## config.mk

```make
export PLATFORM = sky130hd
export DESIGN_NAME = alu_exec_unit
export DESIGN_NICKNAME = d
export VERILOG_FILES = /design/src/rtl/alu_exec_unit.sv
export SDC_FILE = /design/constraint.sdc
export NUM_CORES = 1
export LEC_CHECK = 0
export CAP_MARGIN = 20
export CORE_ASPECT_RATIO = 0.6
export CORE_MARGIN = 1
export CORE_UTILIZATION = 40
export CTS_BUF_LIST = sky130_fd_sc_hd__clkbuf_8
export CTS_CLUSTER_DIAMETER = 40
export DETAILED_ROUTE_END_ITERATION = 7
export PLACE_DENSITY_LB_ADDON = 0.3
export SLEW_MARGIN = 20
export SYNTH_ARGS = -nofsm -noshare
export SYNTH_HDL_FRONTEND = slang
export SYNTH_SLANG_ARGS = --single-unit
```

## constraint.sdc

```tcl
create_clock -name CLK -period 3.35 [get_ports CLK]
set_input_delay 0.8375 -clock CLK [delete_from_list [all_inputs] [get_ports CLK]]
set_output_delay 0.8375 -clock CLK [all_outputs]
set_load 0.01 [all_outputs]
```

## src/rtl/alu_exec_unit.sv

```systemverilog
// Sequential ALU: valid/ready request in, valid/ready response out; shifts iterate one bit per cycle.
// Define ALU_FAST_SHIFT_EN to use a single-cycle barrel shifter (SHIFT state never entered).
module alu_exec_unit #(
    parameter int WIDTH   = 32,
    parameter int SHAMT_W = 5
) (
    input  logic             CLK,
    input  logic             RST_N,
    input  logic             REQ_VALID,
    output logic             REQ_READY,
    input  logic [0:WIDTH-1] A,
    input  logic [0:WIDTH-1] B,
    input  logic [3:0]       CTRL,
    output logic             RSP_VALID,
    input  logic             RSP_READY,
    output logic [0:WIDTH-1] OUT,
    output logic             ZERO_SIGNAL,
    output logic             BAD_OP
);

    localparam logic [3:0] OP_ADD  = 4'b0000;
    localparam logic [3:0] OP_SUB  = 4'b0001;
    localparam logic [3:0] OP_AND  = 4'b0010;
    localparam logic [3:0] OP_OR   = 4'b0011;
    localparam logic [3:0] OP_SLL  = 4'b0100;
    localparam logic [3:0] OP_XOR  = 4'b0101;
    localparam logic [3:0] OP_SRA  = 4'b0110;
    localparam logic [3:0] OP_SRL  = 4'b0111;
    localparam logic [3:0] OP_SEQ  = 4'b1000;
    localparam logic [3:0] OP_SNE  = 4'b1001;
    localparam logic [3:0] OP_SLT  = 4'b1010;
    localparam logic [3:0] OP_SGT  = 4'b1011;
    localparam logic [3:0] OP_SLE  = 4'b1100;
    localparam logic [3:0] OP_SGE  = 4'b1101;
    localparam logic [3:0] OP_SLTU = 4'b1110;
    localparam logic [3:0] OP_BAD  = 4'b1111;

    typedef enum logic [1:0] {S_IDLE, S_SHIFT, S_DONE} state_t;

    state_t             r_state;
    logic               r_live;
    logic [0:WIDTH-1]   r_out;
    logic               r_rsp_valid;
    logic               r_bad;

    logic [SHAMT_W-1:0] w_shamt;
    logic               w_accept;
    logic               w_eq;
    logic               w_lt_s;
    logic               w_lt_u;
    logic [0:WIDTH-1]   w_result;

    assign w_shamt = B[WIDTH-SHAMT_W:WIDTH-1];
    assign w_eq    = (A == B);
    assign w_lt_s  = ($signed(A) < $signed(B));
    assign w_lt_u  = (A < B);

    // r_live keeps REQ_READY low while reset is held and for the first edge after it.
    assign REQ_READY = r_live && ((r_state == S_IDLE) || ((r_state == S_DONE) && RSP_READY));
    assign w_accept  = REQ_VALID && REQ_READY;

    // Set-op results land in bit WIDTH-1, the LSB of the big-endian vector.
    always_comb begin
        // NOTE: every output of a combinational block gets a default first so no latch is inferred.
        w_result = '0;
        case (CTRL)
            OP_ADD:  w_result = A + B;
            OP_SUB:  w_result = A - B;
            OP_AND:  w_result = A & B;
            OP_OR:   w_result = A | B;
            OP_XOR:  w_result = A ^ B;
`ifdef ALU_FAST_SHIFT_EN
            OP_SLL:  w_result = A << w_shamt;
            OP_SRA:  w_result = $signed(A) >>> w_shamt;
            OP_SRL:  w_result = A >> w_shamt;
`else
            OP_SLL, OP_SRA, OP_SRL: w_result = A;
`endif
            OP_SEQ:  w_result[WIDTH-1] = w_eq;
            OP_SNE:  w_result[WIDTH-1] = !w_eq;
            OP_SLT:  w_result[WIDTH-1] = w_lt_s;
            OP_SGT:  w_result[WIDTH-1] = !w_lt_s && !w_eq;
            OP_SLE:  w_result[WIDTH-1] = w_lt_s || w_eq;
            OP_SGE:  w_result[WIDTH-1] = !w_lt_s;
            OP_SLTU: w_result[WIDTH-1] = w_lt_u;
            OP_BAD:  w_result = '0;
            default: w_result = '0;
        endcase
    end

`ifndef ALU_FAST_SHIFT_EN
    logic               w_is_shift;
    logic [SHAMT_W-1:0] r_cnt;
    logic [3:0]         r_ctrl;

    assign w_is_shift = (CTRL == OP_SLL) || (CTRL == OP_SRA) || (CTRL == OP_SRL);
`endif

    always_ff @(posedge CLK or negedge RST_N) begin
        if (!RST_N) begin
            r_state     <= S_IDLE;
            r_live      <= 1'b0;
            r_out       <= '0;
            r_rsp_valid <= 1'b0;
            r_bad       <= 1'b0;
`ifndef ALU_FAST_SHIFT_EN
            r_cnt       <= '0;
            r_ctrl      <= '0;
`endif
        end else begin
            // NOTE: sequential state uses non-blocking assignments so every register samples pre-edge values.
            r_live <= 1'b1;
            if (w_accept) begin
                r_bad <= (CTRL == OP_BAD);
`ifndef ALU_FAST_SHIFT_EN
                r_ctrl <= CTRL;
                if (w_is_shift && (w_shamt != '0)) begin
                    r_out       <= A;
                    r_cnt       <= w_shamt;
                    r_rsp_valid <= 1'b0;
                    r_state     <= S_SHIFT;
                end else
`endif
                begin
                    r_out       <= w_result;
                    r_rsp_valid <= 1'b1;
                    r_state     <= S_DONE;
                end
            end else begin
                case (r_state)
`ifndef ALU_FAST_SHIFT_EN
                    S_SHIFT: begin
                        case (r_ctrl)
                            OP_SLL:  r_out <= {r_out[1:WIDTH-1], 1'b0};
                            OP_SRA:  r_out <= {r_out[0], r_out[0:WIDTH-2]};
                            default: r_out <= {1'b0, r_out[0:WIDTH-2]};
                        endcase
                        r_cnt <= r_cnt - 1'b1;
                        if (r_cnt == SHAMT_W'(1)) begin
                            r_rsp_valid <= 1'b1;
                            r_state     <= S_DONE;
                        end
                    end
`endif
                    S_DONE: begin
                        if (RSP_READY) begin
                            r_rsp_valid <= 1'b0;
                            r_state     <= S_IDLE;
                        end
                    end
                    default: r_state <= S_IDLE;
                endcase
            end
        end
    end

    assign OUT         = r_out;
    assign RSP_VALID   = r_rsp_valid;
    assign BAD_OP      = r_bad;
    assign ZERO_SIGNAL = r_rsp_valid && (r_out == '0);

endmodule

```

==> out/metrics.csv <==
stage,metric,value,unit
status,run_status,"complete, but fails checks",
clocking,cts-root-buf,clkbuf_8,
grt,grt_pass1_wl,57900,microns
synthesis,synth_top_area_share,15.4,%
grt,antenna_found_initial,0,
worst_hold_path,holdCritStartpoint,r_cnt[4]$_DFFE_PN0P_,
routing,routedWlPerCell,21.9,microns
clocking,path_clk_slew,130,ps
power,pwr_density_cell,372,nW/um^2
grt,overflow,0,
grt,gr-usage-all-layers,36.8,%
critical_path,reg2reg_slack,850,ps
critical_path,timing.rr.end,OUT[5]$_DFFE_PN0P_,
routing,drcViolationCount,0,
synthesis,yosysTopAreaCell,ha_1,
die,core_area,19300,sq um
synthesis,yosysWarnings,0,
die,start_util,41.4,%
synthesis,synthesis.nets,1302,
synthesis,syn_area,7980,sq um
critical_path,ff2ff_path_depth,9,
clocking,clockBufferDepth,2,
placed_design,dp_hpwl,29600,microns
synthesis,synthCells,1130,
routing,first_pass_iters,5,
critical_path,crit_type,primary input to flop,
sta,worst_slew_pin_slew,763,ps
die,die_area,20500,sq um
sta,setup_tns,-11.4,ps
placed_design,io_buffer_count,107,
placed_design,dpl_cell_area,11600,sq um
power,cellLeakagePower,5.70,nW
synthesis,syn_avg_cell_area,7.06,sq um
critical_path,worst_setup_path_end_kind,flop,
synthesis,synthDistinctLibCells,94,
sta,fmax,297,MHz
sta,setup_violations,1,
power,ir_drop,0.228,mV
clocking,clkLatencyLatePin,350,ps
clocking,hold_buffers,0,
grt,grt_pass1_vias,10041,
routing,wl,38800,microns
sta,fin_ws,-11.4,ps
sta,rsz0062_at_grt,true,
sta,hold_violations,0,
cells_and_area,design_area,12600,sq um
placed_design,gp_congestion,1.05,
routing,drt_iter0_markers,1389,
cells_and_area,final_net_count,1675,
clocking,htreeDepth,2,
synthesis,synth_seq_cells,46,
synthesis,ys_seq_area_share,14.4,%
clocking,clock-sinks,46,
synthesis,synth_area_leaders,"ha_1 (15%), dfrtp_1 (14%), a21oi_1 (7.4%), nand2_1 (5.5%), inv_1 (4.5%)",
critical_path,worstPathMaxFanout,5,
cells_and_area,syn_to_final_growth,58.1,%
critical_path,worstSetupStartpointType,primary input,
worst_hold_path,worstHoldPathType,flop to flop,
cells_and_area,drive_above_1_share,33.4,%
sta,relSlewSlack,49.2,%
cells_and_area,fin_cells,1770,
critical_path,arrival,3640,ps
worst_hold_path,hold_end,r_cnt[4]$_DFFE_PN0P_,
clocking,cts_tree,yes,
critical_path,required,3630,ps
sta,fin_crit_sh,100,%
synthesis,synth_edf_count,0,
sta,skew,22.5,ps
job,cap_viol_max_count,0,
worst_hold_path,min_path_cells,1,
clocking,cts_buffers,5,
die,chipHeight,111,microns
routing,final_antenna_net_count,0,
status,violations,setup timing,
die,die_x,184,microns
placed_design,dp.cells,1740,
sta,fin_hold_ws,520,ps
die,ioPinCount,108,
synthesis,ys_async_sr_fraction,100,%
grt,grt_max_degree,47,
critical_path,r2r_start,r_ctrl[0]$_DFFE_PN0P_,
synthesis,synth_flop_cell,dfrtp_1,
routing,vias_per_cell,6.18,
sta,min_period,3360,ps
die,rows,39,
cells_and_area,antenna_cells,0,
sta,drv_slew,0,
routing,num_vias,10937,
## synth_stat cells, drive strengths merged (15+ instances only)
cell type / number
nand2b: 15
nand2: 117
nor4: 18
o211ai: 18
o21ai: 73
a21oi: 123
inv: 95
a221oi: 33
nor3: 29
a31oi: 31
clkbuf: 58
ha: 98
o22ai: 16
dfrtp: 46
nand3: 25
buf: 17
a22oi: 21
nor2: 83
## worst max path at each step
stage	startpoint	slack, ps	depth (start not counted)	to
final	B[19]	-10	13	OUT[2]$_DFFE_PN0P_
after global routing	B[19]	-40	13	OUT[2]$_DFFE_PN0P_
after CTS	B[12]	-30	15	OUT[31]$_DFFE_PN0P_
after detailed placement	B[23]	-780	14	OUT[31]$_DFFE_PN0P_
after global placement	A[24]	-750	14	OUT[1]$_DFFE_PN0P_
after floorplan	A[31]	60	13	OUT[9]$_DFFE_PN0P_
## area by class of cell
cell class	instances	area, sq um
sequential	46	1150
fill	1696	6660
multi-input combinational	913	6920
timing repair buffer	441	3750
clock buffer	5	68.8
tap	266	333
inverter	96	360
clock inverter	3	28.8
## layout by cell type, fill, tap and decap left out, types with 20 or more instances in the layout
cell type / netlist / final
nand2_1: 117 / 117
a221oi_1: 31 / 29
dfrtp_1: 46 / 46
a31oi_1: 31 / 26
clkdlybuf4s50_1: 0 / 70
inv_1: 95 / 71
nor2_1: 83 / 81
a22oi_1: 21 / 20
o21ai_0: 68 / 59
a21oi_1: 118 / 104
ha_1: 98 / 66
nand3_1: 24 / 23
nor3_1: 27 / 21
inv_2: 0 / 24
buf_4: 0 / 313
## registers in the layout (all words and copies together) (netlist names)
name	count
r_ctrl	4
RSP_VALID	1
r_cnt	5
OUT	32
BAD_OP	1
r_state	2
r_live	1
## stage by stage
step	util (%)	total power, mW	setup slack [ps]
finish	65.5	4.69	-11.4
global route	65.5	4.92	-42.1
CTS	63.1	4.49	-27.4
detailed placement	60.0	3.94	-780
global placement	60.0	3.90	-748
floorplan	-	2.37	59.3
## power breakdown
part           internal, mW  switching [mW]
Combinational          1.48            1.62
Sequential            0.777           0.366
Clock                 0.158           0.286
## kinds of logic after synthesis
kind of cell,count (synthesis),synth area share [%]
buffers and inverters,171,8.43
xor gates and xnor gates,14,1.54
muxes,13,1.68
adders and majority gates,100,15.9
other,1,0.0470
and+or+nand+nor,359,22.1
DFF,46,14.4
AOI/OAI and AO/OA,426,35.9
## worst max-delay path, cell delays in order
cell             delay (ps)
clkdlybuf4s50_1         490
inv_1                    90
buf_4                   140
ha_1                    230
buf_4                   180
a31oi_2                 190
a31oi_4                  60
o211ai_1                310
nand3_4                 170
and2_4                  210
or3_4                   360
o2bb2ai_2               130
a221oi_2                230
## layer usage
metal | GRT usage [%] | vias up | part of all wire (%)
li1 | - | 4925 | -
met3 | 11.8 | 69 | 14
met4 | 6.78 | 0 | 2.0
met5 | 0 | - | 0
met1 | 56.4 | 5180 | 45
met2 | 49.2 | 763 | 39
## repair_timing
action                     CTS  global route
setup buffers               15             8
cloned                       0             0
pin swaps                   42            59
setup endpoints to repair   24            25
gates resized for setup    111           105
Note: power is estimated with default switching activity, not from simulation.
